[config.mk]
export PLATFORM = sky130hd
export DESIGN_NAME = lkt_lookup_responder
export DESIGN_NICKNAME = d
export VERILOG_FILES = /design/src/rtl/lkt_lookup_responder.sv
export SDC_FILE = /design/constraint.sdc
export NUM_CORES = 1
export LEC_CHECK = 0
export CAP_MARGIN = 5
export CELL_PAD_IN_SITES_DETAIL_PLACEMENT = 0
export CELL_PAD_IN_SITES_GLOBAL_PLACEMENT = 2
export CORE_MARGIN = 10
export CORE_UTILIZATION = 42
export CTS_CLUSTER_SIZE = 24
export DETAILED_ROUTE_END_ITERATION = 8
export HOLD_SLACK_MARGIN = 0.15
export PLACE_DENSITY = 0.93
export SETUP_SLACK_MARGIN = 0.1
export SYNTH_ARGS = -nofsm -noshare
export SYNTH_HDL_FRONTEND = slang
export SYNTH_SLANG_ARGS = --single-unit
export TNS_END_PERCENT = 10
[constraint.sdc]
create_clock -name clk -period 4.3 [get_ports clk]
set_input_delay 0.645 -clock clk [delete_from_list [all_inputs] [get_ports clk]]
set_output_delay 0.645 -clock clk [all_outputs]
set_load 0.01 [all_outputs]
[src/rtl/lkt_lookup_responder.sv]
// Lookup responder: accepts NUM_LOOKUPS table indices per request, resolves one
// lane per cycle from a programmable table, and holds the packed response until accepted.
module lkt_lookup_responder #(
  parameter int RESULT_WIDTH = 32,
  parameter int NUM_LOOKUPS  = 4,
  parameter int NUM_CHOICES  = 8,
  localparam int SEL_W       = $clog2(NUM_CHOICES)
) (
  input  logic                              clk,
  input  logic                              rst_n,
  input  logic                              cfg_wr_en,
  input  logic [SEL_W-1:0]                  cfg_wr_idx,
  input  logic [RESULT_WIDTH-1:0]           cfg_wr_data,
  input  logic                              cfg_clr,
  input  logic                              req_valid,
  output logic                              req_ready,
  input  logic [NUM_LOOKUPS*SEL_W-1:0]      req_sel,
  output logic                              rsp_valid,
  input  logic                              rsp_ready,
  output logic [NUM_LOOKUPS*RESULT_WIDTH-1:0] rsp_result,
  output logic [NUM_LOOKUPS-1:0]            rsp_hit,
  output logic                              rsp_err
);

  // state  | meaning
  // IDLE   | waiting for a request, req_ready high
  // LOOKUP | resolving lane lane_q this cycle
  // RESP   | response presented until rsp_ready

  localparam int LANE_W = (NUM_LOOKUPS > 1) ? $clog2(NUM_LOOKUPS) : 1;
  localparam int SEL_N  = 2 ** SEL_W;

  // Index-space mask: bit i set when index i addresses a real entry.
  function automatic logic [SEL_N-1:0] range_mask();
    logic [SEL_N-1:0] m;
    for (int i = 0; i < SEL_N; i++) m[i] = (i < NUM_CHOICES);
    return m;
  endfunction

  localparam logic [SEL_N-1:0] IN_RANGE = range_mask();

  typedef enum logic [1:0] {S_IDLE, S_LOOKUP, S_RESP} state_e;

  state_e                              state_q, state_d;
  logic                                req_ready_q, req_ready_d;
  logic [NUM_LOOKUPS*SEL_W-1:0]        sel_q;
  logic [LANE_W-1:0]                   lane_q;
  logic [NUM_LOOKUPS*RESULT_WIDTH-1:0] res_q;
  logic [NUM_LOOKUPS-1:0]              hit_q;
  logic                                err_q;
  logic [RESULT_WIDTH-1:0]             tbl_q [NUM_CHOICES];
  logic [NUM_CHOICES-1:0]              valid_q;

  logic                                accept;
  logic                                last_lane;
  logic [SEL_W-1:0]                    lane_idx;
  logic                                rd_ok;
  logic                                rd_valid;
  logic [RESULT_WIDTH-1:0]             rd_data;
  logic                                rd_hit;

  assign accept    = (state_q == S_IDLE) && req_valid && req_ready_q;
  assign last_lane = (lane_q == LANE_W'(NUM_LOOKUPS - 1));

  always_ff @(posedge clk or negedge rst_n) begin
    if (!rst_n) begin
      state_q     <= S_IDLE;
      req_ready_q <= 1'b0;
    end else begin
      state_q     <= state_d;
      req_ready_q <= req_ready_d;
    end
  end

  always_comb begin
    state_d = state_q;
    case (state_q)
      S_IDLE:   if (accept) state_d = S_LOOKUP;
      S_LOOKUP: if (last_lane) state_d = S_RESP;
      S_RESP:   if (rsp_ready) state_d = S_IDLE;
      default:  state_d = S_IDLE;
    endcase
  end

  // req_ready is a flop decoded from the next state, so rsp_ready never reaches it combinationally.
  always_comb begin
    req_ready_d = (state_d == S_IDLE);
    rsp_valid   = (state_q == S_RESP);
  end

  assign req_ready  = req_ready_q;
  assign rsp_result = res_q;
  assign rsp_hit    = hit_q;
  assign rsp_err    = err_q;

  always_comb begin
    lane_idx = '0;
    for (int l = 0; l < NUM_LOOKUPS; l++) begin
      if (lane_q == LANE_W'(l)) lane_idx = sel_q[l*SEL_W +: SEL_W];
    end
  end

  always_comb begin
    rd_valid = 1'b0;
    rd_data  = '0;
    for (int i = 0; i < NUM_CHOICES; i++) begin
      if (lane_idx == SEL_W'(i)) begin
        rd_valid = valid_q[i];
        rd_data  = tbl_q[i];
      end
    end
  end

  assign rd_ok  = IN_RANGE[lane_idx];
  assign rd_hit = rd_ok && rd_valid;

  // Table reads above see pre-edge contents, giving old-value semantics on a same-cycle write.
  always_ff @(posedge clk or negedge rst_n) begin
    if (!rst_n) begin
      valid_q <= '0;
      for (int i = 0; i < NUM_CHOICES; i++) tbl_q[i] <= '0;
    end else begin
      for (int i = 0; i < NUM_CHOICES; i++) begin
        if (cfg_clr) begin
          valid_q[i] <= 1'b0;
        end else if (cfg_wr_en && (cfg_wr_idx == SEL_W'(i))) begin
          valid_q[i] <= 1'b1;
          tbl_q[i]   <= cfg_wr_data;
        end
      end
    end
  end

  always_ff @(posedge clk or negedge rst_n) begin
    if (!rst_n) begin
      sel_q  <= '0;
      lane_q <= '0;
      res_q  <= '0;
      hit_q  <= '0;
      err_q  <= 1'b0;
    end else if (accept) begin
      sel_q  <= req_sel;
      lane_q <= '0;
      res_q  <= '0;
      hit_q  <= '0;
      err_q  <= 1'b0;
    end else if (state_q == S_LOOKUP) begin
      for (int l = 0; l < NUM_LOOKUPS; l++) begin
        if (lane_q == LANE_W'(l)) begin
          res_q[l*RESULT_WIDTH +: RESULT_WIDTH] <= rd_hit ? rd_data : '0;
          hit_q[l] <= rd_hit;
        end
      end
      err_q  <= err_q | ~rd_ok;
      lane_q <= lane_q + LANE_W'(1);
    end
  end

endmodule

== Word-level counts from Yosys, hierarchy flattened ==
Memory sizes are Yosys's and may differ from the RTL's.
Index checks and enable logic that the tools add are counted.
Operators by class
  $add $sub $neg: 1
  order comparisons: 1
  equal/unequal tests: 19
  mux-type cells: 58
  bitwise gates (word level): 3
  reduce and logical (&&, ||, !) cells: 41
Operators with widths (count)
  2-to-1 mux 32 bit: 13
  2-to-1 mux 128 bit: 2
  2-to-1 mux 1 bit: 31
  nonzero test 2 bit: 13
  == test 3 bit, second input constant: 8
  AND reduction 2 bit: 12
  == test 3 x 2 -> 1 bit, second input constant: 4
  2-to-1 mux 3 bit: 4
  logical AND 1 bit: 11
  2-to-1 mux 2 bit: 5
  2-to-1 mux 4 bit: 2
  == test 2 bit, second input constant: 3
  == test 3 x 1 -> 1 bit, second input constant: 2
  zero test 2 bit: 3
  zero test 3 bit: 2
  case mux 2 bit (3 select lines): 1
  == test 2 x 1 -> 1 bit, second input constant: 2
  < comparator 3 x 4 -> 1 bit, second input constant: 1
  adder 2 x 1 -> 2 bit, second input constant: 1
  inverter 1 bit: 2
  OR 1 bit: 1
Storage, ports and cells
  register bits: 414
  memory bits (read-only): 8
  input bits: 53
  output and inout port bits: 135
  word-level logic and storage cells: 153
  memories: 1
Memory list
  (no name shown): depth 8, width 1, rd ports 1, clocked after Yosys merged registers in 0, wr ports 0, line 114  | assign rd_ok = IN_RANGE[lane_idx];

== Depth between registers and ports, before layout ==
  word-level depth: 19
  depth in mapped cells: 11

== Least setup slack after synthesis ==
Ideal clock, no wire load.
  kind: flip-flop to flip-flop
  from: register lane_q[0]
  to: register res_q[10], in the netlist rsp_result[10]
  arrival time: 2336 ps
  data required time: 4167 ps
  setup slack: 1831 ps
  stages on the path, launching flop included: 11
  path buffers: 3
  clock period less this slack: 2469 ps
  cells stage by stage: dfrtp_1 -> ha_1 -> buf_6 -> a211o_1 -> o211ai_4 -> mux2i_1 -> o22ai_2 -> buf_4 -> o21ai_2 -> clkbuf_2 -> o21ai_1
On the way
  longest elaborated chain between the ends: 19
RTL lines
  start: declaration: line 47  | logic [LANE_W-1:0] lane_q;
  start signal: assignment: line 155  | lane_q <= lane_q + LANE_W'(1);
  zero test 2 bit: line 99, 149
  2-to-1 mux 3 bit (4 in a row): line 99  | if (lane_q == LANE_W'(l)) lane_idx = sel_q[l*SEL_W +: SEL_W];
  zero test 3 bit: line 107  | if (lane_idx == SEL_W'(i)) begin
  2-to-1 mux 1 bit (8 in a row): line 107
  logical AND 1 bit: line 115  | assign rd_hit = rd_ok && rd_valid;
  2-to-1 mux 32 bit: line 150  | res_q[l*RESULT_WIDTH +: RESULT_WIDTH] <= rd_hit ? rd_data : '0;
  2-to-1 mux 32 bit: line 149  | if (lane_q == LANE_W'(l)) begin
  2-to-1 mux 128 bit: line 147  | end else if (state_q == S_LOOKUP) begin
  2-to-1 mux 128 bit: line 141  | end else if (accept) begin
  end signal: indexed assignment: line 150
  end: declaration: line 48  | logic [NUM_LOOKUPS*RESULT_WIDTH-1:0] res_q;
Several ways; a longest one is shown, not always the timed one. The select of a mux whose other input is x is not followed.
A chain may end at the register's enable or synchronous reset.

== Worst setup path in the final report ==
  from: register lane_q[0]
  to: register res_q[100], in the netlist rsp_result[100]
On the way
  longest elaborated chain between the ends: 19
RTL lines (line)
  zero test 2 bit: 99
  2-to-1 mux 3 bit (4 in a row): 99
  zero test 3 bit: 107
  2-to-1 mux 1 bit (8 in a row): 107
  logical AND 1 bit: 115
  2-to-1 mux 32 bit: 150
  2-to-1 mux 32 bit: 149
  2-to-1 mux 128 bit: 147
  2-to-1 mux 128 bit: 141
Several ways; a longest one is shown, not always the timed one. The select of a mux whose other input is x is not followed.

==> flow_summary.rst <==
.. list-table::
   :header-rows: 1

   * - Metric
     - Value
   * - Outcome
     - complete, no violations
   * - Final HPWL from detailed placement
     - 32.76 mm
   * - Largest family of logic cells by synthesized area
     - multiplexers
   * - Average vias per placed instance
     - roughly 5.6
   * - Post-synthesis xor/xnor area fraction
     - less than 1%
   * - Layout cells sized above 1
     - between 20% and 30%
   * - Worst-case setup slack after placement
     - about 0.83 ns
   * - Mux cell area share after synthesis
     - about a fifth
   * - Slew Viols, Final
     - 0
   * - Wire length per cell after detailed routing
     - 22.37 um
   * - Number of detailed-routing iterations run before antenna repair
     - 4
   * - Area delta synth->final
     - 21.01%
   * - Number of global-route vias before repair
     - around 13000
   * - Async set-reset flop share out of synthesis
     - 100.0%
   * - Path category of the worst min-delay check
     - input pin to async pin
   * - Slew margin rel.
     - around a quarter
   * - Floorplan Core Area
     - about 42000 sq um
   * - Antenna Nets Post-Route
     - 0
   * - Adder and majority cell fraction of the synthesized area
     - less than 1%
   * - Min cycle time layout
     - 3.486 ns
   * - Post-Syn Area per Cell
     - ~12 sq um
   * - Mapped Area
     - 18000 sq um
   * - Startpoint types
     - register
   * - Mapped Cells
     - 1500
   * - Antenna violations before repair
     - 7
   * - Post-detailed-route DRC marker count
     - 0
   * - Reg-to-reg setup timing slack
     - about 0.81 ns
   * - Largest net degree at the start of global routing
     - 100
   * - Setup Viol. Count Final
     - 0
   * - Portion of synthesized cell area occupied by the leading cell type
     - 57.42%
   * - IO Pins
     - about 190
   * - Post-CTS clock slew at the launch and capture registers of the worst setup and hold paths
     - approximately 0.06 ns
   * - Die area
     - around 50000 sq um
   * - Utilization after layout
     - about half
   * - Count of instances resized after the clock tree is built
     - 0
   * - Number of distinct library cell variants in the gate-level netlist after synthesis
     - 45
   * - Non-filler cells, final
     - 2235
   * - Share of the yosys chip area belonging to registers
     - a little under three fifths
   * - Critical path class
     - register to register
   * - Hold Violations, Final
     - 0
   * - Yosys warning count
     - 0
   * - # Post-CTS Setup Buffers
     - 0
   * - Clock Skews
     - 0.02203 ns
   * - Worst hold margin
     - 0.1549 ns
   * - Setup tns final
     - 0 ns
   * - Clk_lat worst skew
     - between 0.5 and 0.6 ns
   * - Setup repair after global routing missed its margin
     - false
   * - WL final
     - 50.01 mm
   * - Most area-consuming cells after synthesis
     - dfrtp_1 (57%), mux2_2 (16%), nand2_1 (6.5%)
   * - Width of the chip
     - 227.0 um
   * - Reg2reg start
     - lane_q[0]
   * - Reg-to-reg endpoint
     - rsp_result[100]
   * - Static leakage
     - a little under 10 nW
   * - All-layer global routing usage
     - between 15 and 20%
   * - Total placed instance area
     - 20450 sq um
   * - Placed instance count
     - approximately 2200
   * - IO buf count
     - between 150 and 200
   * - Period utilisation layout
     - about four fifths
   * - Final cell area excluding filler cells
     - between 20000 and 25000 sq um
   * - Synthesized Nets
     - about 1600
   * - Type of element capturing the critical path
     - register
   * - Die Height
     - about 230 um
   * - Violation count after the first detailed-route iteration
     - between 1000 and 1500
   * - Library cell with the largest summed area after synthesis
     - dfrtp_1
   * - Number of buffers inserted for hold repair after clock tree synthesis
     - 0
   * - Worst VDD drop
     - around 0.59 mV
   * - CTS H-Tree Depth
     - 2
   * - Std-Cell Rows
     - 75
   * - Count of nets after finishing
     - around 1700
   * - Clock Root Buffer
     - clkbuf_16
   * - Number of clock sinks
     - 413
   * - TritonCTS clock tree
     - built
   * - Worst endpoint required time
     - roughly 4.7 ns
   * - RePlAce Congestion
     - approximately 0.81
   * - Post-synth top cells
     - dfrtp_1 (413), nand2_1 (312), mux2_2 (256)
   * - Fraction of the mapped netlist area in compound gates
     - about 12%
   * - Total CTS buffers
     - 43
   * - Wire length of the first global-routing pass
     - approximately 77 mm
   * - Post-synth top flop
     - dfrtp_1
   * - Maximum operating frequency
     - 286.9 MHz
   * - Starting density of the core
     - a little over two fifths
   * - Setup ws final
     - approximately 0.8 ns
   * - Library cell with the highest instance count after synthesis
     - dfrtp_1
   * - Maximum clock path buffer count
     - 3
   * - Count of flip-flops with a built-in enable after synthesis
     - 0
   * - Via count of the routed design
     - between 10000 and 15000
   * - Maximum fanout count along the critical path
     - 10
   * - Power density of the placed cells
     - approximately 760 nW/um^2
   * - Area fraction in and, or, nand and nor cells after synthesis
     - approximately 8.3%
   * - Transition time of the tightest slew-check pin
     - approximately 1.1 ns
   * - Global route overflow
     - 0
   * - Overall Power
     - between 15 and 20 mW
   * - Critical Path AT
     - 3.89 ns
   * - FF-to-FF path depth
     - 10
   * - Max-cap violation count
     - 0
   * - Flops & latches, synth
     - slightly above 400
-- sequential cells by signal, summed over array words and instances (netlist names) --
| signal | flops |
|---|---|
| lane_q | 2 |
| req_ready | 1 |
| rsp_hit | 4 |
| rsp_result | 128 |
| sel_q | 12 |
| state_q | 2 |
| tbl_q | 256 |
| valid_q | 8 |
-- how the worst max path moves through the flow --
stage               slack (ns)  startpoint              end
floorplan                 1.83   lane_q[0]   rsp_result[10]
global placement          0.88   lane_q[0]  rsp_result[100]
detailed placement        0.83   lane_q[0]  rsp_result[100]
CTS                       0.80   lane_q[0]  rsp_result[100]
global route              0.62   lane_q[0]  rsp_result[100]
finish                    0.81   lane_q[0]  rsp_result[100]
-- metal layers --
layer / global-route usage [%] / vias up / routed length [um]
met5: 0 / - / 59
met4: 4.385 / 10 / 787
met3: 5.443 / 65 / 4124
met2: 30.18 / 359 / 22480
met1: 26.10 / 6381 / 22550
li1: - / 5645 / -
-- report_power, final --
part,total [mW],switching [mW],internal (mW)
Clock,3.55,1.49,2.06
Sequential,5.46,0.581,4.88
Combinational,7.56,4.63,2.93
-- cells in the final DEF (no fill, tap or decap), types with 3 or more instances in the layout --
cell type / netlist / layout
o22ai_1: 9 / 9
nand2_1: 312 / 312
o22ai_2: 6 / 6
and3_1: 13 / 11
a221o_1: 6 / 6
clkbuf_16: 0 / 43
dfrtp_1: 413 / 413
inv_1: 8 / 8
buf_4: 16 / 36
nor2b_1: 3 / 3
a31oi_1: 6 / 6
a221oi_2: 8 / 8
a221oi_1: 9 / 9
a21oi_4: 0 / 4
a21oi_1: 34 / 30
o21ai_0: 75 / 75
nand3b_1: 3 / 3
diode_2: 0 / 3
nand3_1: 11 / 11
o21ai_1: 67 / 67
nor2_1: 16 / 16
clkbuf_8: 0 / 7
o211ai_1: 8 / 8
mux2_2: 256 / 256
buf_12: 0 / 5
clkdlybuf4s50_1: 0 / 185
nand2b_1: 3 / 3
a2111oi_4: 8 / 8
clkbuf_1: 56 / 6
clkinv_2: 0 / 8
ha_1: 4 / 4
a32oi_1: 32 / 32
o211ai_2: 5 / 5
a21o_1: 4 / 4
mux2i_1: 57 / 57
-- final cells by class --
class | count | area, sq um
Clock inverter | 13 | 125.1
Sequential cell | 413 | 10330
Fill cell | 3647 | 20350
Timing Repair Buffer | 227 | 2237
Antenna cell | 3 | 7.507
Tap cell | 539 | 674.4
Multi-Input combinational cell | 976 | 7177
Inverter | 8 | 30.03
Clock buffer | 56 | 1195
-- worst max-delay path, stage by stage, from the launching register on --
cell      delay (ns)
dfrtp_1         0.42
inv_1           0.10
ha_1            0.34
nor3b_1         0.42
a311oi_4        0.08
buf_4           0.21
nor2_1          0.77
buf_4           0.36
a32oi_1         0.12
o211ai_1        0.32
o21ai_0         0.17
-- kinds of logic (layout without fill, tap and decap cells) --
family	Yosys count	after routing
other	1	4
xor gates and xnor gates	1	1
buffers and inverters	111	304
muxes	313	313
and+or+nand+nor	370	370
DFF	413	413
AOI/OAI and AO/OA	287	287
adders and majority gates	4	4
Power figures use the tool's default switching activity.
